## config.mk

```make
export PLATFORM = sky130hd
export DESIGN_NAME = set_head
export DESIGN_NICKNAME = d
export VERILOG_FILES = /design/src/rtl/set_head.sv
export SDC_FILE = /design/constraint.sdc
export NUM_CORES = 1
export LEC_CHECK = 0
export ABC_CLOCK_PERIOD_IN_PS = 2700
export CORE_ASPECT_RATIO = 0.75
export CORE_MARGIN = 4
export CORE_UTILIZATION = 40
export DETAILED_ROUTE_END_ITERATION = 16
export GPL_ROUTABILITY_DRIVEN = 0
export PLACE_DENSITY = 0.84
export SLEW_MARGIN = 30
export SYNTH_ARGS = -nofsm -noshare
export SYNTH_HDL_FRONTEND = slang
export SYNTH_SLANG_ARGS = --single-unit
```

## constraint.sdc

```tcl
create_clock -name Clk -period 2.7 [get_ports Clk]
set_clock_uncertainty 0.1 [all_clocks]
set_input_delay 0.54 -clock Clk [delete_from_list [all_inputs] [get_ports Clk]]
set_output_delay 0.54 -clock Clk [all_outputs]
set_load 0.02 [all_outputs]
```

## src/rtl/set_head.sv

```systemverilog
// set_head: snake head-position generator; define SETHEAD_WRAP_EN for toroidal borders, default saturates
module set_head #(
  parameter int X_MAX = 79,
  parameter int Y_MAX = 59
) (
  input  logic       Clk,
  input  logic       Rst,
  input  logic [1:0] i_Way,
  input  logic [3:0] i_Push,
  input  logic [6:0] i_Head_x,
  input  logic [6:0] i_Head_y,
  output logic [6:0] o_Head_x,
  output logic [6:0] o_Head_y
);
  localparam logic [7:0] XM = X_MAX[7:0];
  localparam logic [7:0] YM = Y_MAX[7:0];
`ifdef SETHEAD_WRAP_EN
  localparam logic [7:0] X_LO = XM;
  localparam logic [7:0] X_HI = 8'd0;
  localparam logic [7:0] Y_LO = YM;
  localparam logic [7:0] Y_HI = 8'd0;
`else
  localparam logic [7:0] X_LO = 8'd0;
  localparam logic [7:0] X_HI = XM;
  localparam logic [7:0] Y_LO = 8'd0;
  localparam logic [7:0] Y_HI = YM;
`endif
  logic [3:0] w_pressed;
  logic [1:0] w_cand;
  logic [1:0] w_dir;
  logic [7:0] w_cx;
  logic [7:0] w_cy;
  logic [6:0] w_nx;
  logic [6:0] w_ny;
  logic [6:0] r_x;
  logic [6:0] r_y;
  // resolve direction (reversal rejected), clamp the head, then step one cell
  always_comb begin
    w_pressed = ~i_Push;
    w_cand = w_pressed[0] ? 2'd0 : w_pressed[1] ? 2'd1 : w_pressed[2] ? 2'd2 : 2'd3;
    w_dir = (w_pressed == 4'b0000 || w_cand == (i_Way ^ 2'b01)) ? i_Way : w_cand;
    w_cx = ({1'b0, i_Head_x} > XM) ? XM : {1'b0, i_Head_x};
    w_cy = ({1'b0, i_Head_y} > YM) ? YM : {1'b0, i_Head_y};
    w_nx = 7'(w_dir == 2'd2 ? (w_cx == 8'd0 ? X_LO : w_cx - 8'd1) :
              w_dir == 2'd3 ? (w_cx == XM ? X_HI : w_cx + 8'd1) : w_cx);
    w_ny = 7'(w_dir == 2'd0 ? (w_cy == 8'd0 ? Y_LO : w_cy - 8'd1) :
              w_dir == 2'd1 ? (w_cy == YM ? Y_HI : w_cy + 8'd1) : w_cy);
  end
  // register the next head every cycle; reset wins
  always_ff @(posedge Clk) begin
    if (Rst) begin
      r_x <= 7'd0;
      r_y <= 7'd0;
    end else begin
      r_x <= w_nx;
      r_y <= w_ny;
    end
  end
  assign o_Head_x = r_x;
  assign o_Head_y = r_y;
endmodule

```

==> results by group, run 1 <==
Clock tree
  • CTS tree: built
  • CTS root buf: clkbuf_8
  • Reg clk slew, reported paths: 0.05 ns
  • H-tree Lvls: 1
  • Clock buffer count from CTS: 3
  • CTS Buffer Depth: 2
  • Hold-fix buffers, CTS: 0
  • CTS sink count: 14

Pwr
  • Final Power: 0.683 mW
  • Worst VDD drop: 0.126 mV
  • Lkg Pwr: 0.722 nW
  • Pwr/cell area: 380 nW/um^2

STA
  • Slew @ Worst Pin: 0.561 ns
  • Tcrit/Tclk final: 0.958
  • Final Slew Violations: 0
  • Hold WS: 0.727 ns
  • Final min period: 2.59 ns
  • Finish-stage setup viols: 0
  • Fin Setup TNS: 0 ns
  • Hold Fails Final Rpt: 0
  • Unrepaired setup endpoints after global routing: false
  • Worst relative slew slack: 0.625
  • Achievable Freq: 387 MHz

Global route
  • GRT Util Overall: 0.177
  • Global-route wire length before repair: 5.40 mm
  • Via count of the first global-routing pass: 1,235
  • Grt total ovfl: 0
  • Pin count of the biggest net entering global routing: 14
  • Initial antenna violation count: 0

Floorplanning
  • Initial core utilization: 0.431
  • Die Span X: 70.3 microns
  • Rows: 16
  • Die Height: 54.7 microns
  • Top Ports: 36
  • Core Region: 2700 sq um
  • Die area: 3850 sq um

Logic synthesis
  • Synth Instances: 150
  • Post-Syn Nets: 176
  • Post-synth ARST share: 0
  • Post-synth EDFFs: 0
  • Cell variety after synth: 51
  • Avg Inst Size Synth: 7.77 sq um
  • Ys flop type: dfxtp_1
  • Post-Syn Area: 1160 sq um
  • Synthesized flop and latch total: 14
  • Sequential area share after synthesis: 0.241
  • Yosys warns: 0

Critical path
  • CP Data Required Time: 2.71 ns
  • Worst endpoint data arrival time: 2.59 ns
  • Critical Path Source Type: input pin
  • Crit-path max FO: 3
  • Critical Path End Type: flip-flop
  • Critical path class: input pin to flip-flop

Detailed routing
  • Final wirelength: 3.39 mm
  • Final ANT Viol Nets: 0
  • Via density per instance: 5.57
  • Post-route DRC: 0
  • TritonRoute pass-1 iters: 4
  • Initial drt markers: 106
  • Wire per inst: 14.1 microns
  • Vias: 1,336

Finish
  • Fill count: 210
  • Layout cells sized above 1: 0.216
  • Final nets: 231
  • Final non-filler cell area: 1800 sq um
  • Post-route insts no fill: 240
  • Synth-to-Final Area Change: 54.3%
  • N_diodes: 0

Place
  • Area post-placement: 1700 sq um
  • HPWL Detailed: 2.81 mm
  • Dpl cells: 236
  • Port bufs: 35

Run
  • Max-Cap Viols: 0

Worst hold path
  • Hold_sp: i_Head_y[2]
  • Hold Path End: o_Head_y[2]$_SDFF_PP0_
  • Worst hold stages: 4
  • Worst hold path type: input pin to flip-flop

Run status
  • Status: completed
-- what timing repair did --
item                                    in CTS  in global routing
gates resized for setup                      2                  5
pin swaps                                    3                  5
endpoints found under the setup margin       3                  3
buffers inserted                             0                  0
-- cells in the mapped netlist (2+ instances only) --
cell type  number  area [sq um]
a211o_1         2          17.5
a21boi_0        2          15.0
a21oi_1         6          30.0
a221oi_1        2          17.5
a31o_2          2          17.5
a31oi_1         3          18.8
and2_1          2          12.5
clkbuf_1        4          15.0
clkbuf_2        2          10.0
dfxtp_1        14           280
ha_1            4          50.1
inv_1           8          30.0
nand2_1        10          37.5
nand2b_1        3          18.8
nand3_1         6          30.0
nand4_1         4          25.0
nor2_1         13          48.8
nor3_1         11          55.1
nor3b_1         2          15.0
o21a_1          3          22.5
o21ai_0        10          50.1
or2_2           2          12.5
xnor2_1         3          26.3
xor2_1          5          43.8
-- worst max-delay path by stage --
stage / start / end / slack [ns]
after floorplan: i_Head_y[3] / o_Head_y[5]$_SDFF_PP0_ / 0.01
after global placement: i_Head_y[2] / o_Head_y[5]$_SDFF_PP0_ / -0.24
after detailed placement: i_Head_y[2] / o_Head_y[2]$_SDFF_PP0_ / -0.35
after CTS: i_Head_y[2] / o_Head_y[5]$_SDFF_PP0_ / 0.003
after global routing: i_Head_y[4] / o_Head_y[2]$_SDFF_PP0_ / 0.02
final: i_Head_y[4] / o_Head_y[0]$_SDFF_PP0_ / 0.11
-- flip-flops by register name, summed over array words and instances, names as in the netlist --
| signal | count |
|---|---|
| o_Head_x | 7 |
| o_Head_y | 7 |
-- stage by stage --
| step | utilization | worst slack [ns] |
|---|---|---|
| after floorplan | - | 0.0120 |
| after global placement | 0.630 | -0.239 |
| after detailed placement | 0.630 | -0.348 |
| after CTS | 0.657 | 0.00310 |
| after global routing | 0.665 | 0.0182 |
| final | 0.665 | 0.114 |
-- cells in the final DEF, fill, tap and decap left out, drive strengths merged, types with 4 or more instances in the layout --
cell / instances
clkbuf: 4
ha: 4
nand4: 4
xor2: 5
nand2: 10
dfxtp: 14
inv: 8
nor2: 13
nand3: 6
o21ai: 11
nor3: 12
buf: 22
a21oi: 6
clkdlybuf4s50: 33
-- final cells by class --
type | count | area [sq um] | share of cell area
sequential | 14 | 280 | 0.156
clock buffer | 4 | 55.1 | 0.0306
timing repair buffer | 57 | 524 | 0.292
inverter | 8 | 30.0 | 0.0167
multi-input combinational | 121 | 863 | 0.480
tap | 36 | 45.0 | 0.0251
-- routing by layer --
layer,up-vias,track usage,part of all wire
li1,657,-,-
met1,595,0.224,0.44
met2,74,0.311,0.45
met3,10,0.0147,0.077
met4,0,0.0924,0.026
met5,-,0,0
-- kinds of logic after synthesis --
group | after synthesis | share of synthesized area
xor gates and xnor gates | 8 | 0.0602
muxes | 1 | 0.0118
buffers and inverters | 15 | 0.0516
and+or+nand+nor | 64 | 0.318
AOI/OAI and AO/OA | 43 | 0.272
DFF | 14 | 0.241
other | 1 | 0.00322
adders and majority gates | 4 | 0.0430
-- power breakdown --
part           switching, mW  internal, mW
Combinational          0.128         0.127
Clock                 0.0706         0.129
Sequential           0.00382         0.224
Total                  0.203         0.481
-- critical path: stages --
cell and delay, ns:
clkdlybuf4s50_1 0.45, a31o_4 0.25, or2_4 0.23, inv_1 0.05, ha_2 0.18, inv_2 0.05
nor4b_4 0.34, buf_4 0.18, nor2b_1 0.05, nor3_2 0.18, a311oi_1 0.08
Power figures use the tool's default switching activity.
==> inputs of run 2 (changes only) <==
--- a/config.mk
+++ b/config.mk
@@ -5,12 +5,13 @@
 export SDC_FILE = /design/constraint.sdc
 export NUM_CORES = 1
 export LEC_CHECK = 0
-export ABC_CLOCK_PERIOD_IN_PS = 2700
+export ABC_CLOCK_PERIOD_IN_PS = 2300
 export CORE_ASPECT_RATIO = 0.75
 export CORE_MARGIN = 4
 export CORE_UTILIZATION = 40
 export DETAILED_ROUTE_END_ITERATION = 16
 export GPL_ROUTABILITY_DRIVEN = 0
+export MAX_ROUTING_LAYER = met4
 export PLACE_DENSITY = 0.84
 export SLEW_MARGIN = 30
 export SYNTH_ARGS = -nofsm -noshare
==> constraint.sdc (replaced) <==
create_clock -name Clk -period 2.3 [get_ports Clk]
set_clock_uncertainty 0.1 [all_clocks]
set_input_delay 0.46 -clock Clk [delete_from_list [all_inputs] [get_ports Clk]]
set_output_delay 0.46 -clock Clk [all_outputs]
set_load 0.02 [all_outputs]
==> run 2 against run 1 <==
  * The flow now finishes with violations (negative setup slack)
  * Core utilization increased by 6.9 points
  * Via count increased by 8.3%
  * Wire length rose by 15%
  * Sequential power up 18%
  * Hold slack got worse by 0.13 ns
  * Flip-flop and latch count unchanged
  * Largest cell class unchanged
==> results by group, run 2 (synthesis gave the netlist of run 1 again) <==
Run status
  • Status: finished, violations left
  • Failing checks: negative setup slack

Global route
  • Via count of the first global-routing pass: 1,369
  • Global-route wire length before repair: 5.80 mm
  • Initial antenna violation count: 0
  • Pin count of the biggest net entering global routing: 13
  • GRT Util Overall: 0.195
  • Grt total ovfl: 0

Worst hold path
  • Hold Path End: o_Head_y[2]$_SDFF_PP0_
  • Hold_sp: i_Head_y[2]
  • Worst hold path type: input pin to flip-flop
  • Worst hold stages: 4

Floorplanning
  • Initial core utilization: 0.431
  • Rows: 16
  • Die area: 3850 sq um
  • Core Region: 2700 sq um
  • Top Ports: 36
  • Die Span X: 70.3 microns
  • Die Height: 54.7 microns

Place
  • Port bufs: 35
  • HPWL Detailed: 2.90 mm
  • Worst slack, placed: -0.630 ns

Clock tree
  • CTS root buf: clkbuf_8
  • CTS Buffer Depth: 2
  • CTS sink count: 14
  • H-tree Lvls: 1
  • CTS tree: built
  • Hold-fix buffers, CTS: 0
  • Clock buffer count from CTS: 3
  • Reg clk slew, reported paths: 0.05 ns

Finish
  • Synth-to-Final Area Change: 70.2%
  • Final nets: 250
  • N_diodes: 0
  • Most frequent cells in the layout: 40 x buf_4, 29 x clkdlybuf4s50_1, 14 x dfxtp_1, 10 x o21ai_0, 10 x nor3_1
  • Final core utilization: 0.734
  • Layout cells sized above 1: 0.351
  • Commonest non-fill, non-tap cell in the layout: buf_4

STA
  • Finish-stage setup viols: 1
  • Slew @ Worst Pin: 0.491 ns
  • Final worst slack: -0.00347 ns
  • Hold WS: 0.600 ns
  • Unrepaired setup endpoints after global routing: true
  • Tcrit/Tclk final: 1.00
  • Hold Fails Final Rpt: 0
  • Worst relative slew slack: 0.670
  • Final min period: 2.30 ns
  • Achievable Freq: 434 MHz
  • Final Slew Violations: 0

Pwr
  • Worst VDD drop: 0.166 mV
  • Pwr/cell area: 402 nW/um^2
  • Lkg Pwr: 0.809 nW

Critical path
  • Crit-path max FO: 3
  • CP Data Required Time: 2.32 ns
  • Critical Path Source Type: input pin
  • Critical path class: input pin to flip-flop
  • Worst path bufs/invs: 4
  • Cells along the critical path: buf_6 > and2_4 > a31o_4 > or2_4 > inv_2 > ha_4 > inv_4 > nor4b_4 > nor3b_4 > buf_6 > a22oi_2 > o211ai_2
  • Slowest stage delay, CP: 0.36 ns
  • CP most frequent cell: buf_6
  • Worst endpoint data arrival time: 2.32 ns
  • Critical Path End Type: flip-flop
  • CP max stage cell: nor4b_4
  • Crit path max-delay family: simple AND/OR/NAND/NOR gates

Detailed routing
  • Final wirelength: 3.89 mm
  • Initial drt markers: 133
  • TritonRoute pass-1 iters: 5
  • Final ANT Viol Nets: 0
  • Via density per instance: 5.61
  • Vias: 1,447
  • Post-route DRC: 0
  • Wire per inst: 15.1 microns

Run
  • Max-Cap Viols: 0
-- run 2: cell count changes in the layout (fill, tap and decap cells not counted), sizes merged --
cell	change
clkdlybuf4s50	-4
buf	+20
clkdlybuf4s15	+3
dlymetal6s2s	-1
-- run 2: per-layer routing --
layer  vias up  track usage  wire length [microns]
met1       642        0.222                   1630
met3        16       0.0550                    403
li1        693            -                      -
met4         0        0.111                     95
met2        96        0.317                   1760
met5         -            -                      0
-- run 2: how the worst max path moves through the flow --
| stage | from | end | slack (ns) | depth (start not counted) |
|---|---|---|---|---|
| 2_1_floorplan | i_Head_y[3] | o_Head_y[5]$_SDFF_PP0_ | -0.23 | 11 |
| 3_3_place_gp | i_Head_y[3] | o_Head_y[5]$_SDFF_PP0_ | -0.50 | 11 |
| 3_5_place_dp | i_Head_y[3] | o_Head_y[5]$_SDFF_PP0_ | -0.63 | 11 |
| 4_1_cts | i_Head_y[2] | o_Head_y[2]$_SDFF_PP0_ | 0.002 | 12 |
| 5_1_grt | i_Head_y[3] | o_Head_y[2]$_SDFF_PP0_ | -0.07 | 12 |
| 6_report | i_Head_y[3] | o_Head_y[2]$_SDFF_PP0_ | -0.003 | 12 |
-- run 2: cell type report --
class                   instances  area, sq um
multi-input cells             121          923
fillers                       182          719
repair buffers                 76          661
flip-flops and latches         14          280
well taps                      36         45.0
clock buffers                   3         41.3
inverters                       8         32.5
-- run 2: metrics by stage --
step	cell area [sq um]	power, mW	cells	TNS, ns
floorplan	1200	0.425	150	-0.332
global placement	1830	0.574	251	-2.87
detailed placement	1830	0.585	251	-3.93
CTS	1900	0.774	255	0
global route	1980	0.838	258	-0.276
finish	1980	0.797	258	-0.00347
-- run 2: worst min-delay path, stage by stage --
cell and delay [ns]:
clkbuf_2 0.09, buf_4 0.15, nand2_1 0.09, o211ai_2 0.09
-- run 2: power breakdown --
part / leakage [nW] / total, mW / internal, mW / switching [mW]
sequential: 0.117 / 0.268 / 0.263 / 0.00441
combinational: 0.671 / 0.343 / 0.174 / 0.169
clock: 0.0216 / 0.186 / 0.115 / 0.0715
total: 0.809 / 0.797 / 0.552 / 0.245
-- run 2: what timing repair did --
action / in CTS / in global routing
setup buffers: 1 / 3
resized for setup: 10 / 22
hold endpoints to repair: 0 / 0
pin swaps: 8 / 14
setup endpoints to repair: 6 / 10
